===== src/rtl/dram_port_arbiter.sv =====
// rtl/dram_port_arbiter.sv - two-port round-robin arbiter and sequencer for the DRAM controller user interface
//
// Ports:
//   clk, rst_x                  ui clock, asynchronous active-low reset
//   i_pN_req/we/addr/data/mask  requester N command, held until o_pN_ack
//   o_pN_ack                    one-cycle completion pulse for requester N
//   o_rdata                     read data, valid while a read ack is high
//   o_mem_rd_en/wr_en           one-cycle command pulses to the controller
//   o_mem_addr/data/mask        latched command fields to the controller
//   i_mem_ready/calib           controller idle / calibration complete
//   i_mem_data/data_valid       controller read return
//   o_busy                      high whenever a transaction is in progress
module dram_port_arbiter #(
    parameter int ADDR_WIDTH = 27,
    parameter int DATA_WIDTH = 128,
    parameter int MASK_WIDTH = 16
) (
    input  logic                  clk,
    input  logic                  rst_x,
    input  logic                  i_p0_req,
    input  logic                  i_p0_we,
    input  logic [ADDR_WIDTH-1:0] i_p0_addr,
    input  logic [DATA_WIDTH-1:0] i_p0_data,
    input  logic [MASK_WIDTH-1:0] i_p0_mask,
    input  logic                  i_p1_req,
    input  logic                  i_p1_we,
    input  logic [ADDR_WIDTH-1:0] i_p1_addr,
    input  logic [DATA_WIDTH-1:0] i_p1_data,
    input  logic [MASK_WIDTH-1:0] i_p1_mask,
    output logic                  o_p0_ack,
    output logic                  o_p1_ack,
    output logic [DATA_WIDTH-1:0] o_rdata,
    output logic                  o_mem_rd_en,
    output logic                  o_mem_wr_en,
    output logic [ADDR_WIDTH-1:0] o_mem_addr,
    output logic [DATA_WIDTH-1:0] o_mem_data,
    output logic [MASK_WIDTH-1:0] o_mem_mask,
    input  logic                  i_mem_ready,
    input  logic                  i_mem_calib,
    input  logic [DATA_WIDTH-1:0] i_mem_data,
    input  logic                  i_mem_data_valid,
    output logic                  o_busy
);

    typedef enum logic [2:0] {
        S_IDLE,
        S_ISSUE,
        S_WAIT_WR,
        S_WAIT_RD,
        S_ACK
    } state_t;

    state_t                  state_q, state_d;
    logic                    last_q, last_d;    // port granted most recently
    logic                    port_q, port_d;    // port owning the current transaction
    logic                    wr_op_q, wr_op_d;
    logic                    rd_en_q, rd_en_d;
    logic                    wr_en_q, wr_en_d;
    logic                    ack0_q, ack0_d;
    logic                    ack1_q, ack1_d;
    logic                    busy_q;
    logic [DATA_WIDTH-1:0]   rdata_q, rdata_d;
    logic [ADDR_WIDTH-1:0]   addr_q, addr_d;
    logic [DATA_WIDTH-1:0]   data_q, data_d;
    logic [MASK_WIDTH-1:0]   mask_q, mask_d;

    // With both ports requesting, the port that did not win last time goes next.
    logic                    pick;
    logic                    can_grant;
    assign pick      = (i_p0_req && i_p1_req) ? ~last_q : i_p1_req;
    assign can_grant = i_mem_calib && i_mem_ready && (i_p0_req || i_p1_req);

    always_comb begin
        state_d = state_q;
        last_d  = last_q;
        port_d  = port_q;
        wr_op_d = wr_op_q;
        rd_en_d = 1'b0;
        wr_en_d = 1'b0;
        ack0_d  = 1'b0;
        ack1_d  = 1'b0;
        rdata_d = rdata_q;
        addr_d  = addr_q;
        data_d  = data_q;
        mask_d  = mask_q;
        case (state_q)
            S_IDLE: begin
                if (can_grant) begin
                    last_d  = pick;
                    port_d  = pick;
                    wr_op_d = pick ? i_p1_we   : i_p0_we;
                    addr_d  = pick ? i_p1_addr : i_p0_addr;
                    data_d  = pick ? i_p1_data : i_p0_data;
                    mask_d  = pick ? i_p1_mask : i_p0_mask;
                    wr_en_d = wr_op_d;
                    rd_en_d = ~wr_op_d;
                    state_d = S_ISSUE;
                end
            end
            S_ISSUE: begin
                state_d = wr_op_q ? S_WAIT_WR : S_WAIT_RD;
            end
            S_WAIT_WR: begin
                // Ready is already low here; its return marks the write done.
                if (i_mem_ready) begin
                    ack0_d  = ~port_q;
                    ack1_d  = port_q;
                    state_d = S_ACK;
                end
            end
            S_WAIT_RD: begin
                if (i_mem_data_valid) begin
                    rdata_d = i_mem_data;
                    ack0_d  = ~port_q;
                    ack1_d  = port_q;
                    state_d = S_ACK;
                end
            end
            S_ACK: begin
                state_d = S_IDLE;
            end
            default: begin
                state_d = S_IDLE;
            end
        endcase
    end

    always_ff @(posedge clk or negedge rst_x) begin
        if (!rst_x) begin
            state_q <= S_IDLE;
            last_q  <= 1'b1;
            port_q  <= 1'b0;
            wr_op_q <= 1'b0;
            rd_en_q <= 1'b0;
            wr_en_q <= 1'b0;
            ack0_q  <= 1'b0;
            ack1_q  <= 1'b0;
            busy_q  <= 1'b0;
            rdata_q <= '0;
            addr_q  <= '0;
            data_q  <= '0;
            mask_q  <= '0;
        end else begin
            state_q <= state_d;
            last_q  <= last_d;
            port_q  <= port_d;
            wr_op_q <= wr_op_d;
            rd_en_q <= rd_en_d;
            wr_en_q <= wr_en_d;
            ack0_q  <= ack0_d;
            ack1_q  <= ack1_d;
            busy_q  <= (state_d != S_IDLE);
            rdata_q <= rdata_d;
            addr_q  <= addr_d;
            data_q  <= data_d;
            mask_q  <= mask_d;
        end
    end

    assign o_p0_ack    = ack0_q;
    assign o_p1_ack    = ack1_q;
    assign o_rdata     = rdata_q;
    assign o_mem_rd_en = rd_en_q;
    assign o_mem_wr_en = wr_en_q;
    assign o_mem_addr  = addr_q;
    assign o_mem_data  = data_q;
    assign o_mem_mask  = mask_q;
    assign o_busy      = busy_q;

endmodule


===== config.mk =====
export PLATFORM = sky130hd
export DESIGN_NAME = dram_port_arbiter
export DESIGN_NICKNAME = d
export VERILOG_FILES = /design/src/rtl/dram_port_arbiter.sv
export SDC_FILE = /design/constraint.sdc
export NUM_CORES = 1
export LEC_CHECK = 0
export CAP_MARGIN = 10
export CORE_AREA = 5 5 306 308
export DETAILED_ROUTE_END_ITERATION = 8
export DIE_AREA = 0 0 311 313
export PLACE_DENSITY = 0.5
export SYNTH_ARGS = -nofsm -noshare
export SYNTH_HDL_FRONTEND = slang
export SYNTH_SLANG_ARGS = --single-unit

===== constraint.sdc =====
create_clock -name clk -period 3.8 [get_ports clk]
set_input_delay 0.76 -clock clk [delete_from_list [all_inputs] [get_ports clk]]
set_output_delay 0.76 -clock clk [all_outputs]
set_load 0.01 [all_outputs]

Yosys cells after proc, flatten, opt, wreduce, memory -nomap -nowiden
Cells that the tools add are included.

Bits in registers: 310. Input port bits: 479. Word-level logic and storage cells: 47. Output and inout port bits: 304.

Reduce and logical (&&, ||, !) cells: 8. Equal/unequal tests: 3. Muxes and demuxes: 20. Bitwise logic cells: 3.

Operator list (count): two-way mux 128 bit (1); two-way mux 27 bit (1); two-way mux 16 bit (1); case mux 3 bit (4 select lines) (1); two-way mux 1 bit (11); two-way mux 3 bit (3); == test 3 x 2 -> 1 bit (second input constant) (2); case mux 1 bit (2 select lines) (2); AND reduction 2 bit (2); == test 3 x 1 -> 1 bit (second input constant) (1); logical AND 1 bit (3); logical NOT 3 bit (1); inverter 1 bit (3); nonzero test 3 bit (1); logical OR 1 bit (1).

Depth between registers and ports, before layout
Gate-level depths: netlist of run 1.

Depth in word-level cells: 6. Depth in mapped cells: 5. Gate-level depth less buffers: 4.

Worst setup path before layout of run 1
No wires, ideal clock.

Kind: input port to flip-flop. Start: input i_p1_req. End: register data_q[0], in the netlist o_mem_data[0]. Slack: 1823 ps. Required time: 3675 ps. Library setup time: 125 ps. Arrival time: 1853 ps. Buffers on the path: 2. Cell stages on the path: 5. Cell sequence: a21boi_2 > buf_6 > buf_6 > mux2_4 > mux2_2.

Longest elaborated chain between the ends: 3. Elaborated cells on any way between the ends: 6. Those cells by class: mux (2); reduce/logical (4).

RTL lines: start, declared (line 25) `input logic i_p1_req,`; logical AND 1 bit / logical OR 1 bit (equally long branches) (line 70, 71); two-way mux 1 bit / logical AND 1 bit (equally long branches) (line 70, 71); two-way mux 128 bit / AND reduction 2 bit (equally long branches); end signal, assigned (line 155) `data_q <= data_d;`; end, declared (line 64) `logic [DATA_WIDTH-1:0] data_q, data_d;`.

Parallel ways exist; a longest one is shown, timed or not. A chain may end at the register's enable or synchronous reset.

Worst setup path in the final report of run 1
Start: register data_q[93], in the netlist o_mem_data[93]. End: output o_mem_data[93].

RTL lines: end, declared (line 36) `output logic [DATA_WIDTH-1:0] o_mem_data,`.

No word-level cell between the ends.

==> impl_metrics.tcl, run 1 <==
set metrics [dict create \
    cts_tree "built" \
    filler_cell_count 9217 \
    fp.coreArea_um2 90800 \
    placement.io_buffers 782 \
    synth_area_per_cell_um2 17.8 \
    path_buf_inv 1 \
    rows 111 \
    p_total_mw 17.8 \
    p_comb_share_pct 46.3 \
    drive_gt1_share_pct 33.7 \
    cts_sinks 310 \
    critPathSlowestCell "clkdlybuf4s50_1" \
    gr-max-usage-layer "met2" \
    startpoint "o_mem_data[93]" \
    fp.dieArea_um2 97300 \
    crit_cells 1 \
    antenna_found_initial 4 \
    crit_end "o_mem_data[93]" \
    grt_pass1_vias 12000 \
    p_clk_share_pct 21.0 \
    post_dp_cell_area_um2 24500 \
    clk_path_buf_depth 3 \
    setup_violations 0 \
    drcViolationCount 0 \
    cts-root-buf "clkbuf_16" \
    postRouteAntennaNets 0 \
    wl_um 56500 \
    fin_tns_setup_ns 0 \
    cellPowerDensity_nw_per_um2 690 \
    numCtsBuffers 41 \
    finalCritPeriodShare_pct 68.3 \
    internal_power_mw 12.5 \
    hpwl_um 44400 \
    cts_hold_buf 0 \
    synth-edff-count 0 \
    met3_usage_pct 3.52 \
    rsz0062_at_grt "false" \
    switching_share_pct 29.9 \
    final_area_um2 25800 \
    gp_congestion 0.823 \
    fmax_mhz 386 \
    syn_to_final_growth_pct 68.5 \
    hold_class "in2async" \
    p_sw_mw 5.33 \
    use_met1_pct 12.3 \
    worstPathArrival_ns 1.83 \
    worst_ep_required_time_ns 3.04 \
    dieHeight_um 313 \
    cp-start-kind "register" \
    critPathMaxFanout 2 \
    die_w_um 311 \
    vias_per_cell 3.57 \
    met2_usage_pct 19.8 \
    grt_usage_pct 11.0 \
    cts.clk_slew.worst_paths_ns 0.06 \
    layout_commonest_cell "clkdlybuf4s50_1" \
    grt_pass1_wl_um 81700 \
    yosys_warnings 0 \
    finClkSkew_ns 0.0140 \
    grt_overflow_total 0 \
    nets 2144 \
    syn_area_um2 15300 \
    cts.htree.levels 2 \
    dr_total_vias 10300 \
    min_period_ns 2.59 \
    ys_async_sr_fraction_pct 100 \
    outcome "completed" \
    initial_core_util_pct 16.9 \
    synth.net_count 1339 \
    wl_per_cell_um 19.6 \
    synth_cell_types 21 \
    max-slew-margin-rel_pct 43.2 \
    r2r-start "state_q[1]" \
    cp_slowest_stage_delay_ns 0.69 \
    path_delay_family "buffers and inverters" \
    worstSetupPathType "reg2out" \
    worst_slew_pin_slew_ns 0.851 \
    drt-pass1-iter-count 4 \
    ys_seq_elements 310 \
    reg2reg_slack_ns 1.65 \
    max_cap_viol_count 0 \
    finalHoldViolCount 0 \
    worstReg2RegEnd "o_mem_data[23]" \
    endpoint_kind "output pin" \
    cts-resized-gates 0 \
    ios 783 \
    netlist_instances 860 \
    drt_iter0_markers 368 \
    rr_worst_depth 5 \
    p_seq_share_pct 32.7 \
    crit_path_cell_trace "clkdlybuf4s50_1" \
    finalMaxSlewViolations 0 \
    insertion_delay_ns 0.55 \
    synthFlopType "dfrtp_1" \
    grt_max_degree 92 \
    peakVddDrop_v 0.000242 \
    most-common-layout-cells "clkdlybuf4s50_1 (781), mux2_4 (407), dfrtp_1 (309)" \
    leakage_nw 11.3 \
    synth_seq_area_share_pct 50.6 \
    postCtsSetupRepairBufs 0 \
]
sequential cells by signal, summed over array words and instances, names as in the netlist:
register	count
o_mem_data	128
o_rdata	128
o_mem_addr	27
o_mem_mask	16
state_q	3
last_q	1
o_busy	1
o_mem_rd_en	1
o_mem_wr_en	1
o_p0_ack	1
o_p1_ack	1
port_q	1
wr_op_q	1
power by group through the flow:
| stage | registers, mW | logic, mW | clock network (mW) |
|---|---|---|---|
| 3_5_place_dp | 5.85 | 8.39 | 0 |
| 5_1_grt | 6.03 | 8.66 | 4.04 |
| 3_3_place_gp | 5.85 | 8.35 | 0 |
| 6_report | 5.83 | 8.26 | 3.74 |
| 4_1_cts | 5.86 | 8.42 | 3.93 |
| 2_1_floorplan | 6.37 | 3.18 | 0 |
logic make-up after synthesis:
family / after synthesis / share of synthesized area (%)
compound gates: 7 / 0.425
buf+inv: 55 / 3.72
flops: 310 / 50.6
mux: 474 / 44.8
simple gates: 14 / 0.433
Yosys cell counts (2+ instances only):
master | instances | area [µm²]
buf_4 | 2 | 15.0
mux2i_1 | 2 | 20.0
buf_6 | 47 | 529
dfrtp_1 | 309 | 7730
nor2b_1 | 2 | 12.5
nor2_1 | 5 | 18.8
o2111ai_1 | 2 | 17.5
inv_1 | 3 | 11.3
mux2_4 | 407 | 6110
buf_2 | 3 | 15.0
and2_1 | 2 | 12.5
nand2_1 | 3 | 11.3
mux2_2 | 65 | 732
worst min-delay path by stage:
stage            from               to  depth (start not counted)  slack, ns
3_3_place_gp   port_q         o_p0_ack                          1       0.44
2_1_floorplan  port_q         o_p0_ack                          1       0.41
4_1_cts         rst_x  o_mem_data[119]                          1       0.24
6_report        rst_x  o_mem_data[112]                          1       0.24
3_5_place_dp   port_q         o_p0_ack                          1       0.44
5_1_grt         rst_x  o_mem_data[112]                          1       0.29
per-layer routing:
layer | vias up | share of wire [%]
met2 | 445 | 51
met3 | 85 | 7.2
met4 | 2 | 3.2
li1 | 4695 | -
met5 | - | 0.018
met1 | 5068 | 38
metrics by stage:
step	hold WS [ns]	setup WS [ns]	std cells	utilization, %
floorplan	0.412	1.82	860	-
global placement	0.436	0.831	2808	27.0
detailed placement	0.440	0.826	2808	27.0
CTS	0.237	1.08	2880	28.4
global route	0.289	1.09	2882	28.4
finish	0.237	1.21	2883	28.4
final cells by class:
type                            count  area (µm²)  share of cell area [%]
Timing Repair Buffer              814        8250                    31.9
Sequential cell                   310        7760                    30.0
Multi-Input combinational cell    495        7010                    27.2
Tap cell                         1186        1480                    5.75
Clock buffer                       61        1200                    4.65
Clock inverter                     11        97.6                   0.378
Inverter                            3        11.3                  0.0436
Antenna cell                        3        7.51                  0.0291
(Power assumes the default switching activity.)
==> inputs of run 2 (changes only) <==
Settings changed: CORE_AREA 5 5 306 308 to 5 5 305 307, DIE_AREA 0 0 311 313 to 0 0 310 312, PLACE_DENSITY 0.5 to 0.51.
Clock period 3.8 ns to 2.3 ns, I/O delays scaled along.
==> run 2 against run 1 <==
Register-to-register slack got worse by 1.2 ns. Clock power grew 66%. Non-clock buffer count grew 48. Cell area is 1.5% higher. Sequential power rose by 65%. First-iteration DRC count increased by 4.1%. Worst setup slack got worse by 0.98 ns. Sequential share of layout area decreased by 0.43 points. Via count grew 2.6%. Largest cell class unchanged. Critical endpoint is now o_mem_data[32]. Clock skew up 0.00087 ns. Worst hold slack better by 0.20 ns.
==> impl_metrics.tcl, run 2 (synthesis gave the netlist of run 1 again) <==
set metrics [dict create \
    cts.clk_slew.worst_paths_ns 0.06 \
    finClkSkew_ns 0.0148 \
    cp-start-kind "register" \
    place_ws_ns -0.0827 \
    endpoint_kind "output pin" \
    rows 110 \
    finalHoldViolCount 0 \
    syn_to_final_growth_pct 71.0 \
    drt_iter0_markers 383 \
    setup_violations 0 \
    grt_max_degree 58 \
    cts_sinks 310 \
    ios 783 \
    layout_setup_ws_ns 0.225 \
    leakage_nw 11.6 \
    outcome "completed" \
    clk_path_buf_depth 3 \
    initial_core_util_pct 17.1 \
    worst_slew_pin_slew_ns 0.490 \
    min_period_ns 2.07 \
    final_cell_count_no_fill 2915 \
    cts_hold_buf 1 \
    placement.io_buffers 782 \
    die_w_um 310 \
    hpwl_um 46200 \
    gp_congestion 0.828 \
    wl_per_cell_um 19.6 \
    numCtsBuffers 40 \
    worstPathArrival_ns 1.61 \
    drcViolationCount 0 \
    grt_usage_pct 11.0 \
    cp_slowest_stage_delay_ns 0.70 \
    fp.coreArea_um2 89700 \
    hold_slack_ns 0.432 \
    fin_tns_setup_ns 0 \
    fmax_mhz 482 \
    most-common-layout-cells "clkdlybuf4s50_1 (780), mux2_4 (407), dfrtp_1 (309)" \
    vias_per_cell 3.63 \
    cts-resized-gates 0 \
    grt_pass1_vias 12100 \
    postRouteAntennaNets 0 \
    finalCritPeriodShare_pct 90.2 \
    path_buf_inv 1 \
    dieHeight_um 312 \
    cts_tree "built" \
    antenna_found_initial 3 \
    cts-root-buf "clkbuf_16" \
    startpoint "o_mem_data[32]" \
    dr_total_vias 10600 \
    cellPowerDensity_nw_per_um2 1130 \
    critPathSlowestCell "clkdlybuf4s50_1" \
    drive_gt1_share_pct 35.3 \
    worstSetupPathType "reg2out" \
    place_inst 2845 \
    grt_overflow_total 0 \
    wl_um 57200 \
    finalMaxSlewViolations 0 \
    insertion_delay_ns 0.54 \
    worst_ep_required_time_ns 1.84 \
    filler_cell_count 9029 \
    max-slew-margin-rel_pct 67.3 \
    crit_path_cell_trace "clkdlybuf4s50_1" \
    hold_class "in2async" \
    peakVddDrop_v 0.000424 \
    rsz0062_at_grt "false" \
    fp.dieArea_um2 96700 \
    layout_commonest_cell "clkdlybuf4s50_1" \
    nets 2191 \
    max_cap_viol_count 0 \
    grt_pass1_wl_um 81600 \
    r2r-start "state_q[0]" \
    postCtsSetupRepairBufs 0 \
    path_delay_family "buffers and inverters" \
    p_total_mw 29.7 \
    drt-pass1-iter-count 4 \
    critPathMaxFanout 2 \
    cts.htree.levels 2 \
]
run 2: cell count changes in the layout (fill, tap and decap cells not counted):
cell and change:
clkbuf_16 -1, bufinv_16 +2, dlygate4sd3_1 +1, buf_4 +45, buf_12 +3, clkbuf_8 -2, clkinv_2 -3, clkinv_8 +1
clkinvlp_4 -2, diode_2 -1, clkdlybuf4s50_1 -1
run 2: layout make-up:
class | instances | area, µm² | share of cell area, %
Clock buffer | 58 | 1150 | 4.38
Sequential cell | 310 | 7760 | 29.6
Tap cell | 1176 | 1470 | 5.62
Inverter | 3 | 11.3 | 0.0430
Clock inverter | 9 | 144 | 0.549
Antenna cell | 2 | 5.00 | 0.0191
Multi-Input combinational cell | 495 | 7010 | 26.8
Timing Repair Buffer | 862 | 8650 | 33.0
run 2: worst reg2reg max path, cell delays in order, from the launching register on:
cell and delay [ns]:
dfrtp_1 0.41, nor2b_1 0.29, nand3_4 0.35, buf_12 0.36
mux2_4 0.34
run 2: path summary, 6_finish.rpt:
kind | endpoint | slack (ns) | cells after the start
min in group clk | o_p0_ack | 0.45 | 1
worst max-delay path | o_mem_data[32] | 0.23 | 1
worst min-delay path | o_rdata[16] | 0.43 | 2
worst max register to register | o_rdata[51] | 0.45 | 4
max in group asynchronous | o_mem_data[76] | 1.07 | 3
worst min register to register | o_p0_ack | 0.45 | 1
run 2: report_power, final:
group          total [mW]  switching [mW]  internal, mW
clock                6.22            2.43          3.79
combinational        13.9            4.80          9.06
sequential           9.62            1.62          8.00
total                29.7            8.85          20.9
run 2: stage by stage:
step | cell area [µm²] | utilization [%]
2_1_floorplan | 15300 | -
3_3_place_gp | 24900 | 27.7
3_5_place_dp | 24900 | 27.7
4_1_cts | 26200 | 29.2
5_1_grt | 26200 | 29.2
6_report | 26200 | 29.2
run 2: per-layer routing:
layer	wire length, µm	global-route usage [%]	part of all wire [%]
met5	0	0	0
met1	21600	12.3	38
met4	1390	3.21	2.4
met2	29700	20.4	52
met3	4410	3.24	7.7
